==> config.mk <==
export PLATFORM = sky130hd
export DESIGN_NAME = encode
export DESIGN_NICKNAME = d
export VERILOG_FILES = /design/src/rtl/encode_pkg.sv /design/src/rtl/encode_lane.sv /design/src/rtl/encode.sv
export SDC_FILE = /design/constraint.sdc
export NUM_CORES = 1
export LEC_CHECK = 0
export BUFFER_PORTS_ARGS = -buffer_cell sky130_fd_sc_hd__buf_2
export CAP_MARGIN = 20
export CELL_PAD_IN_SITES_DETAIL_PLACEMENT = 2
export CELL_PAD_IN_SITES_GLOBAL_PLACEMENT = 2
export CORE_ASPECT_RATIO = 0.6
export CORE_MARGIN = 3
export CORE_UTILIZATION = 34
export CTS_CLUSTER_DIAMETER = 150
export DETAILED_ROUTE_END_ITERATION = 6
export HOLD_SLACK_MARGIN = 0.03
export PLACE_DENSITY = 0.93
export SYNTH_ARGS = -nofsm -noshare
export SYNTH_HDL_FRONTEND = slang
export SYNTH_SLANG_ARGS = --single-unit
export TNS_END_PERCENT = 20
==> constraint.sdc <==
create_clock -name i_clk -period 9.4 [get_ports i_clk]
set_input_delay 0.94 -clock i_clk [delete_from_list [all_inputs] [get_ports i_clk]]
set_output_delay 0.94 -clock i_clk [all_outputs]
set_load 0.02 [all_outputs]
==> src/rtl/encode_pkg.sv <==
// Shared constants and helpers for the FrodoKEM message encoder.
// Holds the per-security-level message length, bits per entry (B) and
// entry precision (D), the matrix geometry and the word packing factor.
package encode_pkg;

    localparam int unsigned L1_LEN_MU  = 128;
    localparam int unsigned L3_LEN_MU  = 192;
    localparam int unsigned L5_LEN_MU  = 256;

    localparam int unsigned L1_B       = 2;
    localparam int unsigned L3_B       = 3;
    localparam int unsigned L5_B       = 4;

    localparam int unsigned L1_D       = 15;
    localparam int unsigned L3_D       = 16;
    localparam int unsigned L5_D       = 16;

    localparam int unsigned L5_WIDTH_Q = 16;
    localparam int unsigned L5_MBAR    = 8;
    localparam int unsigned L5_NBAR    = 8;
    localparam int unsigned T_DECODE   = 4;

    typedef enum logic [1:0] {
        LEVEL1 = 2'd0,
        LEVEL3 = 2'd1,
        LEVEL5 = 2'd2
    } level_e;

    // Unrecognised level codes fall back to level 1.
    function automatic level_e decode_level(input logic [2:0] sec);
        case (sec)
            3'd3:    return LEVEL3;
            3'd5:    return LEVEL5;
            default: return LEVEL1;
        endcase
    endfunction

    // Reverse the bit order inside every byte: r[8v+w] = mu[8v+7-w].
    function automatic logic [L5_LEN_MU-1:0] byte_bitrev(input logic [L5_LEN_MU-1:0] mu);
        logic [L5_LEN_MU-1:0] r;
        r = '0;
        for (int v = 0; v < int'(L5_LEN_MU / 8); v++) begin
            for (int w = 0; w < 8; w++) begin
                r[8*v+w] = mu[8*v+7-w];
            end
        end
        return r;
    endfunction

endpackage

==> src/rtl/encode_lane.sv <==
// Combinational chunk-to-entry mapper for one lane of an encoded word.
// Computes the entry for all three security levels and selects by level.
//   i_mu_r  : byte-bit-reversed message
//   i_level : decoded security level
//   i_word  : word (memory address) being produced
//   o_entry : B message bits, bit-reversed, placed just below bit D
module encode_lane
    import encode_pkg::*;
#(
    parameter int unsigned LANE   = 0,
    parameter int unsigned T      = T_DECODE,
    parameter int unsigned WORD_W = 4
) (
    input  logic [L5_LEN_MU-1:0]  i_mu_r,
    input  level_e                i_level,
    input  logic [WORD_W-1:0]     i_word,
    output logic [L5_WIDTH_Q-1:0] o_entry
);

    logic [31:0]           word;
    logic [31:0]           off1, off3, off5;
    logic [L1_B-1:0]       c1, r1;
    logic [L3_B-1:0]       c3, r3;
    logic [L5_B-1:0]       c5, r5;
    logic [L5_WIDTH_Q-1:0] e1, e3, e5;

    always_comb begin
        word = 32'(i_word);
        // Word 0 takes the most significant chunks of the message.
        off1 = L1_LEN_MU - (word + 32'd1) * T * L1_B + LANE * L1_B;
        off3 = L3_LEN_MU - (word + 32'd1) * T * L3_B + LANE * L3_B;
        off5 = L5_LEN_MU - (word + 32'd1) * T * L5_B + LANE * L5_B;

        c1 = L1_B'(i_mu_r >> off1);
        c3 = L3_B'(i_mu_r >> off3);
        c5 = L5_B'(i_mu_r >> off5);

        r1 = '0;
        r3 = '0;
        r5 = '0;
        for (int k = 0; k < int'(L1_B); k++) r1[k] = c1[L1_B-1-k];
        for (int k = 0; k < int'(L3_B); k++) r3[k] = c3[L3_B-1-k];
        for (int k = 0; k < int'(L5_B); k++) r5[k] = c5[L5_B-1-k];

        e1 = L5_WIDTH_Q'(r1) << (L1_D - L1_B);
        e3 = L5_WIDTH_Q'(r3) << (L3_D - L3_B);
        e5 = L5_WIDTH_Q'(r5) << (L5_D - L5_B);

        case (i_level)
            LEVEL3:  o_entry = e3;
            LEVEL5:  o_entry = e5;
            default: o_entry = e1;
        endcase
    end

endmodule

==> src/rtl/encode.sv <==
// FrodoKEM message encoder: latches mu on start and writes the 8x8 encoded
// matrix to k_mat, T_ENCODE entries per word, one word per cycle.
// Optional feature macro ENCODE_ADD_EN: adds a v_mat read port and writes
// (v + entry) mod q instead of the bare entry, one cycle later.
// Ports:
//   i_clk, i_rst     : clock, asynchronous active-high reset
//   i_start          : start pulse, accepted only when idle
//   i_sec_level      : 1, 3 or 5 (anything else acts as 1)
//   i_mu             : message, sampled on the accepted start
//   o_k_mat*         : write data / enable / address
//   o_v_mat_en/addr  : read request (ENCODE_ADD_EN only)
//   i_v_mat          : read data, one cycle after request (ENCODE_ADD_EN only)
//   o_busy, o_done   : busy flag, one-cycle completion pulse
module encode
    import encode_pkg::*;
#(
    parameter int unsigned T_ENCODE = T_DECODE,
    parameter int unsigned WIDTH_Q  = L5_WIDTH_Q,
    parameter int unsigned NUM_COEF = L5_MBAR * L5_NBAR,
    localparam int unsigned N_WORDS = NUM_COEF / T_ENCODE,
    localparam int unsigned ADDR_W  = $clog2(N_WORDS)
) (
    input  logic                        i_clk,
    input  logic                        i_rst,
    input  logic                        i_start,
    input  logic [2:0]                  i_sec_level,
    input  logic [L5_LEN_MU-1:0]        i_mu,
`ifdef ENCODE_ADD_EN
    output logic                        o_v_mat_en,
    output logic [ADDR_W-1:0]           o_v_mat_addr,
    input  logic [T_ENCODE*WIDTH_Q-1:0] i_v_mat,
`endif
    output logic [T_ENCODE*WIDTH_Q-1:0] o_k_mat,
    output logic                        o_k_mat_we,
    output logic [ADDR_W-1:0]           o_k_mat_addr,
    output logic                        o_busy,
    output logic                        o_done
);

    localparam logic [1:0] S_IDLE = 2'd0;
    localparam logic [1:0] S_ENC  = 2'd1;
    localparam logic [1:0] S_DONE = 2'd2;

    localparam logic [ADDR_W-1:0] LAST = ADDR_W'(N_WORDS - 1);

    logic [1:0]                  state_q, state_d;
    logic [L5_LEN_MU-1:0]        mu_q, mu_d;
    level_e                      level_q, level_d;
    logic                        we_q, we_d;
    logic [ADDR_W-1:0]           addr_q, addr_d;
    logic [T_ENCODE*WIDTH_Q-1:0] ent_q, ent_d;
    logic                        busy_q, busy_d;
    logic                        done_q, done_d;

    logic [L5_LEN_MU-1:0]        src_mu_r;
    level_e                      src_level;
    logic [ADDR_W-1:0]           src_word;
    logic [T_ENCODE*WIDTH_Q-1:0] word_ent;

`ifdef ENCODE_ADD_EN
    logic                        rd_en_q, rd_en_d;
    logic [ADDR_W-1:0]           rd_addr_q, rd_addr_d;
    logic [WIDTH_Q-1:0]          lane_sum;

    // Entries are produced for the word being read; the sum is formed when
    // the read data returns, alongside the registered write strobe.
    always_comb begin
        src_mu_r  = byte_bitrev(mu_q);
        src_level = level_q;
        src_word  = rd_addr_q;
    end
`else
    // Word 0 is computed straight from the inputs on the accepting edge so
    // the first write appears the cycle after start.
    always_comb begin
        if (state_q == S_IDLE) begin
            src_mu_r  = byte_bitrev(i_mu);
            src_level = decode_level(i_sec_level);
            src_word  = '0;
        end else begin
            src_mu_r  = byte_bitrev(mu_q);
            src_level = level_q;
            src_word  = addr_q + ADDR_W'(1);
        end
    end
`endif

    for (genvar ii = 0; ii < T_ENCODE; ii++) begin : g_lane
        encode_lane #(
            .LANE   (ii),
            .T      (T_ENCODE),
            .WORD_W (ADDR_W)
        ) u_lane (
            .i_mu_r  (src_mu_r),
            .i_level (src_level),
            .i_word  (src_word),
            .o_entry (word_ent[ii*WIDTH_Q +: WIDTH_Q])
        );
    end

    always_comb begin
        state_d = state_q;
        mu_d    = mu_q;
        level_d = level_q;
        we_d    = we_q;
        addr_d  = addr_q;
        ent_d   = ent_q;
        busy_d  = busy_q;
        done_d  = 1'b0;
`ifdef ENCODE_ADD_EN
        rd_en_d   = rd_en_q;
        rd_addr_d = rd_addr_q;
`endif
        case (state_q)
            S_IDLE: begin
                if (i_start) begin
                    state_d = S_ENC;
                    mu_d    = i_mu;
                    level_d = decode_level(i_sec_level);
                    busy_d  = 1'b1;
`ifdef ENCODE_ADD_EN
                    rd_en_d   = 1'b1;
                    rd_addr_d = '0;
`else
                    we_d    = 1'b1;
                    addr_d  = '0;
                    ent_d   = word_ent;
`endif
                end
            end
            S_ENC: begin
`ifdef ENCODE_ADD_EN
                we_d   = rd_en_q;
                addr_d = rd_addr_q;
                ent_d  = rd_en_q ? word_ent : '0;
                if (rd_en_q) begin
                    if (rd_addr_q == LAST) begin
                        rd_en_d   = 1'b0;
                        rd_addr_d = '0;
                    end else begin
                        rd_addr_d = rd_addr_q + ADDR_W'(1);
                    end
                end
                if (we_q && (addr_q == LAST)) begin
                    state_d = S_DONE;
                    we_d    = 1'b0;
                    addr_d  = '0;
                    ent_d   = '0;
                    busy_d  = 1'b0;
                    done_d  = 1'b1;
                end
`else
                if (addr_q == LAST) begin
                    state_d = S_DONE;
                    we_d    = 1'b0;
                    addr_d  = '0;
                    ent_d   = '0;
                    busy_d  = 1'b0;
                    done_d  = 1'b1;
                end else begin
                    addr_d = addr_q + ADDR_W'(1);
                    ent_d  = word_ent;
                end
`endif
            end
            S_DONE:  state_d = S_IDLE;
            default: state_d = S_IDLE;
        endcase
    end

    always_ff @(posedge i_clk or posedge i_rst) begin
        if (i_rst) begin
            state_q <= S_IDLE;
            mu_q    <= '0;
            level_q <= LEVEL1;
            we_q    <= 1'b0;
            addr_q  <= '0;
            ent_q   <= '0;
            busy_q  <= 1'b0;
            done_q  <= 1'b0;
`ifdef ENCODE_ADD_EN
            rd_en_q   <= 1'b0;
            rd_addr_q <= '0;
`endif
        end else begin
            state_q <= state_d;
            mu_q    <= mu_d;
            level_q <= level_d;
            we_q    <= we_d;
            addr_q  <= addr_d;
            ent_q   <= ent_d;
            busy_q  <= busy_d;
            done_q  <= done_d;
`ifdef ENCODE_ADD_EN
            rd_en_q   <= rd_en_d;
            rd_addr_q <= rd_addr_d;
`endif
        end
    end

`ifdef ENCODE_ADD_EN
    assign o_v_mat_en   = rd_en_q;
    assign o_v_mat_addr = rd_addr_q;

    // Level 1 has q = 2^15, so the sum drops bit 15; levels 3/5 wrap at 2^16.
    always_comb begin
        o_k_mat  = '0;
        lane_sum = '0;
        if (we_q) begin
            for (int ii = 0; ii < int'(T_ENCODE); ii++) begin
                lane_sum = ent_q[ii*WIDTH_Q +: WIDTH_Q] + i_v_mat[ii*WIDTH_Q +: WIDTH_Q];
                if (level_q == LEVEL1) lane_sum[WIDTH_Q-1] = 1'b0;
                o_k_mat[ii*WIDTH_Q +: WIDTH_Q] = lane_sum;
            end
        end
    end
`else
    assign o_k_mat = ent_q;
`endif

    assign o_k_mat_we   = we_q;
    assign o_k_mat_addr = addr_q;
    assign o_busy       = busy_q;
    assign o_done       = done_q;

endmodule

# After elaboration in Yosys (flattened, before gate mapping)
# Index checks and enable logic that the tools add are counted.
[word_totals]
ff_bits = 330
[classes]
muxes = 22
n_addsub = 14
shifts = 12
n_eq_ne = 8
multipliers = 1
reduce_logical = 6
[op_table]
columns = ["operator", "n"]
rows = [
  [">> shifter 256 x 32 -> 2 bit", 4],
  [">> shifter 256 x 32 -> 3 bit", 4],
  [">> shifter 256 x 32 -> 4 bit", 4],
  ["2-to-1 mux 256 bit", 1],
  ["adder 32 x 3 -> 32 bit, second input constant", 4],
  ["2-to-1 mux 64 bit", 2],
  ["one-hot mux 16 bit (2 select lines)", 4],
  ["one-hot mux 64 bit (2 select lines)", 1],
  ["adder 32 x 4 -> 32 bit, second input constant", 3],
  ["adder 32 x 2 -> 32 bit, second input constant", 2],
  ["subtractor 8 x 32 -> 32 bit, first input constant", 2],
  ["subtractor 9 x 32 -> 32 bit, first input constant", 1],
  ["multiplier 30 x 2 -> 30 bit, second input constant", 1],
  ["2-to-1 mux 4 bit", 3],
  ["one-hot mux 2 bit (2 select lines)", 2],
  ["one-hot mux 4 bit (2 select lines)", 1],
  ["2-to-1 mux 2 bit", 3],
  ["AND reduction 2 bit", 3],
  ["adder 4 x 1 -> 5 bit, second input constant", 1],
  ["adder 4 x 1 -> 4 bit, second input constant", 1],
  ["== test 2 x 1 -> 1 bit, second input constant", 2],
  ["== test 4 bit, second input constant", 1],
  ["2-to-1 mux 1 bit", 4],
  ["!= test 2 bit, second input constant", 2],
  ["7 further kinds", 7],
]

# Depth between registers and ports, before layout
[depth]
depth_word = 10
depth_mapped = 25
depth_no_buf = 18

# Modules after synthesis
# Synthesis repeated with hierarchy kept, for this count alone.
[unflattened]
hier_cells = 3003
area_unflattened_um2 = 30235.2
[modules_own_cells]
columns = ["module", "cells_per_inst", "area_per_inst_um2", "n_inst", "seq_area_each_um2"]
rows = [
  ["encode", 1698, 16316.9, 1, 8257.9],
  ["encode_lane (g_lane[3].u_lane)", 406, 3853.7, 1, 0.0],
  ["encode_lane (g_lane[0].u_lane)", 327, 3425.8, 1, 0.0],
  ["encode_lane (g_lane[2].u_lane)", 277, 3329.4, 1, 0.0],
  ["encode_lane (g_lane[1].u_lane)", 295, 3309.4, 1, 0.0],
]

# Worst setup path after synthesis
# OpenSTA, ideal clock, no wires.
[synth_timing]
kind = "flip-flop to flip-flop"
from = "register addr_q[1] (netlist: o_k_mat_addr[1])"
to = "register ent_q[47] (netlist: o_k_mat[47])"
synth_period_minus_slack_ns = 6.427
t_required_ns = 9.308
stages_incl_launch_ff = 23
t_arrival_ns = 6.335
slack_ns = 2.973
cell_sequence = "dfrtp_1 > ha_1 > clkbuf_1 > o21ai_1 > inv_2 > buf_1 > clkbuf_1 > clkbuf_1 > ha_1 > buf_1 > xnor2_1 > inv_1 > fa_1 > a21o_1 > a21oi_1 > xnor2_4 > or3_1 > ha_1 > or4_1 > o22ai_1 > a32o_1 > nand4_1 > o31ai_2"
[synth_between]
elab_chain_len = 10
word_cells_on_any_way = 15
[synth_lines]
columns = ["item", "line", "rtl"]
rows = [
  ["start: declaration", "encode.sv:50", "logic [ADDR_W-1:0] addr_q, addr_d;"],
  ["start signal: assignment", "encode.sv:190", "addr_q <= addr_d;"],
  ["adder 4 x 1 -> 4 bit", "encode.sv:83", "src_word = addr_q + ADDR_W'(1);"],
  ["2-to-1 mux 4 bit", "encode.sv:76", "if (state_q == S_IDLE) begin"],
  ["adder 4 x 1 -> 5 bit", "encode_lane.sv:31, encode_lane.sv:32", ""],
  ["multiplier 30 x 2 -> 30 bit", "encode_lane.sv:31", "off3 = L3_LEN_MU - (word + 32'd1) * T * L3_B + LANE * L3_B;"],
  ["subtractor 8 x 32 -> 32 bit", "encode_lane.sv:31", ""],
  ["adder 32 x 3 -> 32 bit", "encode_lane.sv:31", ""],
  [">> shifter 256 x 32 -> 3 bit", "encode_lane.sv:35", "c3 = L3_B'(i_mu_r >> off3);"],
  ["one-hot mux 16 bit (2 select lines)", "encode_lane.sv:49", "case (i_level)"],
  ["2-to-1 mux 64 bit (on tied branches)", "encode.sv:153, encode.sv:116", ""],
  ["one-hot mux 64 bit (2 select lines) (*)", "encode.sv:114", "case (state_q)"],
  ["end signal: assignment", "encode.sv:191", "ent_q <= ent_d;"],
  ["end: declaration", "encode.sv:51", "logic [T_ENCODE*WIDTH_Q-1:0] ent_q, ent_d;"],
]
# Every way passes the cells marked *; elsewhere a longest branch is shown, timed or not. The select of a mux whose other input is x is not followed.
# A chain may end at the register's enable or synchronous reset.

# Final worst setup path
[layout_timing]
from = "register addr_q[0] (netlist: o_k_mat_addr[0])"
to = "register ent_q[62] (netlist: o_k_mat[62])"
[layout_between]
elab_chain_len = 10
word_cells_on_any_way = 18
[layout_lines]
columns = ["item", "line"]
rows = [
  ["adder 4 x 1 -> 4 bit", "encode.sv:83"],
  ["2-to-1 mux 4 bit", "encode.sv:76"],
  ["adder 4 x 1 -> 5 bit", "encode_lane.sv:30, encode_lane.sv:31, encode_lane.sv:32"],
  ["multiplier 30 x 2 -> 30 bit", "encode_lane.sv:31"],
  ["subtractor 8 x 32 -> 32 bit", "encode_lane.sv:31"],
  ["adder 32 x 4 -> 32 bit", "encode_lane.sv:31"],
  [">> shifter 256 x 32 -> 3 bit", "encode_lane.sv:35"],
  ["one-hot mux 16 bit (2 select lines)", "encode_lane.sv:49"],
  ["2-to-1 mux 64 bit (on tied branches)", "encode.sv:153, encode.sv:116"],
  ["one-hot mux 64 bit (2 select lines) (*)", "encode.sv:114"],
]
# Marks and branches as above.

==> results.sh <==
export IMPL_core_area_mm2=0.0689
export IMPL_finalCriticalPeriod_ps=7160
export IMPL_stdcell_area_mm2=0.0271
export IMPL_hpwl_um=102000
export IMPL_path_max_fanout=76
export IMPL_clk_pin_slew_ps=80
export IMPL_pin_count=333
export IMPL_vias=28500
export IMPL_firstDrtPassIters=5
export IMPL_slowest_delay_ps=1010
export IMPL_maxCapViolations=0
export IMPL_die_h_um=212
export IMPL_path_cells="ha_4, o21ai_4, inv_2, ha_2, xnor2_1, inv_1, fa_1, or3_1, xnor2_2, buf_4, nor3_2, xnor2_2, mux2i_1, mux2i_1, mux2_2, o21ai_1"
export IMPL_cts_htree_levels=2
export IMPL_crit_arrival_ps=7680
export IMPL_track_usage_pct=36.8
export IMPL_ant_nets=0
export IMPL_synth_cell_types=91
export IMPL_antenna_found_initial=14
export IMPL_required_ps=9930
export IMPL_cts_repair_resize_count=0
export IMPL_synth_seq_area_share_pct=29.4
export IMPL_setup_tns_ps=0
export IMPL_grt_pass1_wl_um=204000
export IMPL_worst_pin_slew_ps=1220
export IMPL_wl_um=140000
export IMPL_first_global_vias=29200
export IMPL_synth_edf_count=0
export IMPL_routed_via_density=6.66
export IMPL_critPathCaptureType="flop"
export IMPL_post_cts_setup_buffer_count=0
export IMPL_num_rows=74
export IMPL_outcome="finished clean"
export IMPL_startpoint_type="flop"
export IMPL_cts_tree="done"
export IMPL_synth_seq_cells=282
export IMPL_die_area_mm2=0.0738
export IMPL_period_share_pct=76.1
export IMPL_grt_max_degree=164
export IMPL_yosys_warnings=0
export IMPL_gp_congestion=1.02
export IMPL_worstSkewPairLatency_ps=600
export IMPL_cts_sinks=282
export IMPL_skew_ps=27.1
export IMPL_cts_hold_buf=0
export IMPL_wire_per_inst_um=32.7
export IMPL_root_buffer="clkbuf_16"
export IMPL_hold_class="input port to async pin"
export IMPL_worstSetupPathType="flop to flop"
export IMPL_synth_ff_type="dfrtp_1"
export IMPL_slew_viol_final=0
export IMPL_setup_violations_final=0
export IMPL_finalNetCount=3618
export IMPL_syn_to_final_growth_pct=12.9
export IMPL_clock_path_buffers=3
export IMPL_grt_setup_unrepaired="false"
export IMPL_max_freq_mhz=140
export IMPL_r2r_setup_slack_ps=2240
export IMPL_hold_violations=0
export IMPL_syn_cell_area_mm2=0.0240
export IMPL_drtIter0Drc=4302
export IMPL_final_layout_size_suffix_gt1_share_pct=16.6
export IMPL_grt_remaining_overflow=0
export IMPL_cts_made_buffers=35
export IMPL_synth_cells=3234
export IMPL_die_w_um=349
export IMPL_slowest_stage="dfrtp_4"
export IMPL_place_area_mm2=0.0258
export IMPL_slew_headroom_pct=18.5
export IMPL_route_detailed_drc=0
export IMPL_syn_area_per_cell_um2=7.41
export IMPL_port_buffers=284
export IMPL_initial_core_util_pct=34.8
export IMPL_postSynth_asyncResetShare_pct=100
## synth_stat cells (15+ instances only)
cell	instances	area (um2)
a2111oi_0	27	236
a211oi_1	65	488
a21oi_1	240	1200
a221oi_1	23	201
a22oi_1	15	113
a311oi_1	48	420
a31oi_1	75	469
and3_1	15	93.8
buf_1	47	176
buf_2	35	175
buf_4	51	383
clkbuf_1	184	691
dfrtp_1	282	7060
inv_1	23	86.3
mux2_2	15	169
mux2i_1	107	1070
mux4_2	84	1890
nand2_1	1138	4270
nand2b_1	20	125
nand3_1	80	400
nor2_1	186	698
nor2b_1	33	206
nor3_1	27	135
o211ai_1	21	158
o21ai_0	114	571
o22ai_1	24	150
## cell usage in the layout, fill, tap and decap left out, drive strengths merged, types with 10 or more instances in the layout
cell / instances
a221oi: 23
a22oi: 15
nand2: 1139
conb: 48
a211oi: 65
nand3: 81
nor3: 29
xnor2: 20
nor3b: 10
o21ai: 119
clkinv: 11
and2: 12
mux2i: 108
inv: 29
ha: 14
a2111oi: 27
mux2: 15
and3: 15
mux4: 84
buf: 340
o311ai: 14
nor2: 187
o221ai: 14
clkbuf: 47
o211ai: 21
nor2b: 33
a311oi: 48
a21oi: 240
dfrtp: 282
nand2b: 20
a31o: 13
o22ai: 24
a31oi: 76
## final timing paths
path,to,from,cells after the start
setup / recovery,o_k_mat[62],o_k_mat_addr[0],16
hold / removal,mu_q[58],i_rst,2
setup reg to reg,o_k_mat[62],o_k_mat_addr[0],16
hold reg to reg,mu_q[230],mu_q[230],2
max in group asynchronous,mu_q[207],i_rst,3
min in group i_clk,mu_q[230],mu_q[230],2
## critical path: cells and delay by family, from the launching register on
family,cells,cell delay [ps]
compound gates,2,250
xor+xnor,3,1820
fa+ha+maj,3,1900
buf+inv,3,730
flops,1,1010
mux,3,690
simple gates,2,660
## state kept, by name, summed over array words and instances, names as in the netlist
signal / count
mu_q: 256
o_k_mat: 16
o_k_mat_addr: 4
level_q: 2
state_q: 2
o_busy: 1
o_done: 1
## routing by layer
layer | track usage [%] | part of all wire (%)
met1 | 49.2 | 40
met2 | 55.2 | 43
met3 | 13.5 | 14
met4 | 11.9 | 3.7
met5 | 0 | 0.049
## logic make-up (layout without fill, tap and decap cells)
family	count (synthesis)	in the layout	share of synthesized area, %
other	1	52	0.0156
adder cells (fa/ha/maj)	15	15	0.814
XOR/XNOR	28	28	1.74
AND/OR/NAND/NOR	1566	1566	26.7
flip-flops	282	282	29.4
multiplexers	207	207	13.2
AO/OA/AOI/OAI	786	786	21.6
buffers and inverters	349	434	6.52
## through the flow
| step | worst slack, ps | instances | hold slack [ps] | util [%] |
|---|---|---|---|---|
| CTS | 2470 | 4272 | 502 | 39.2 |
| global placement | 2740 | 4210 | 475 | 37.5 |
| global route | 1980 | 4278 | 542 | 39.3 |
| finish | 2240 | 4282 | 490 | 39.3 |
| floorplan | 681 | 3281 | 450 | - |
| detailed placement | 2490 | 4210 | 486 | 37.5 |
## layout make-up
| class | count | area [um2] |
|---|---|---|
| tap | 912 | 1140 |
| sequential | 282 | 7060 |
| fill | 8122 | 41800 |
| antenna | 4 | 10.0 |
| clock inverter | 18 | 239 |
| clock buffer | 44 | 951 |
| inverter | 29 | 121 |
| multi-input combinational | 2650 | 15600 |
| timing repair buffer | 343 | 1920 |
Power is left out: the tool's default activity adds up to more than one toggle a clock period on the data nets, which glitch-free logic cannot reach.
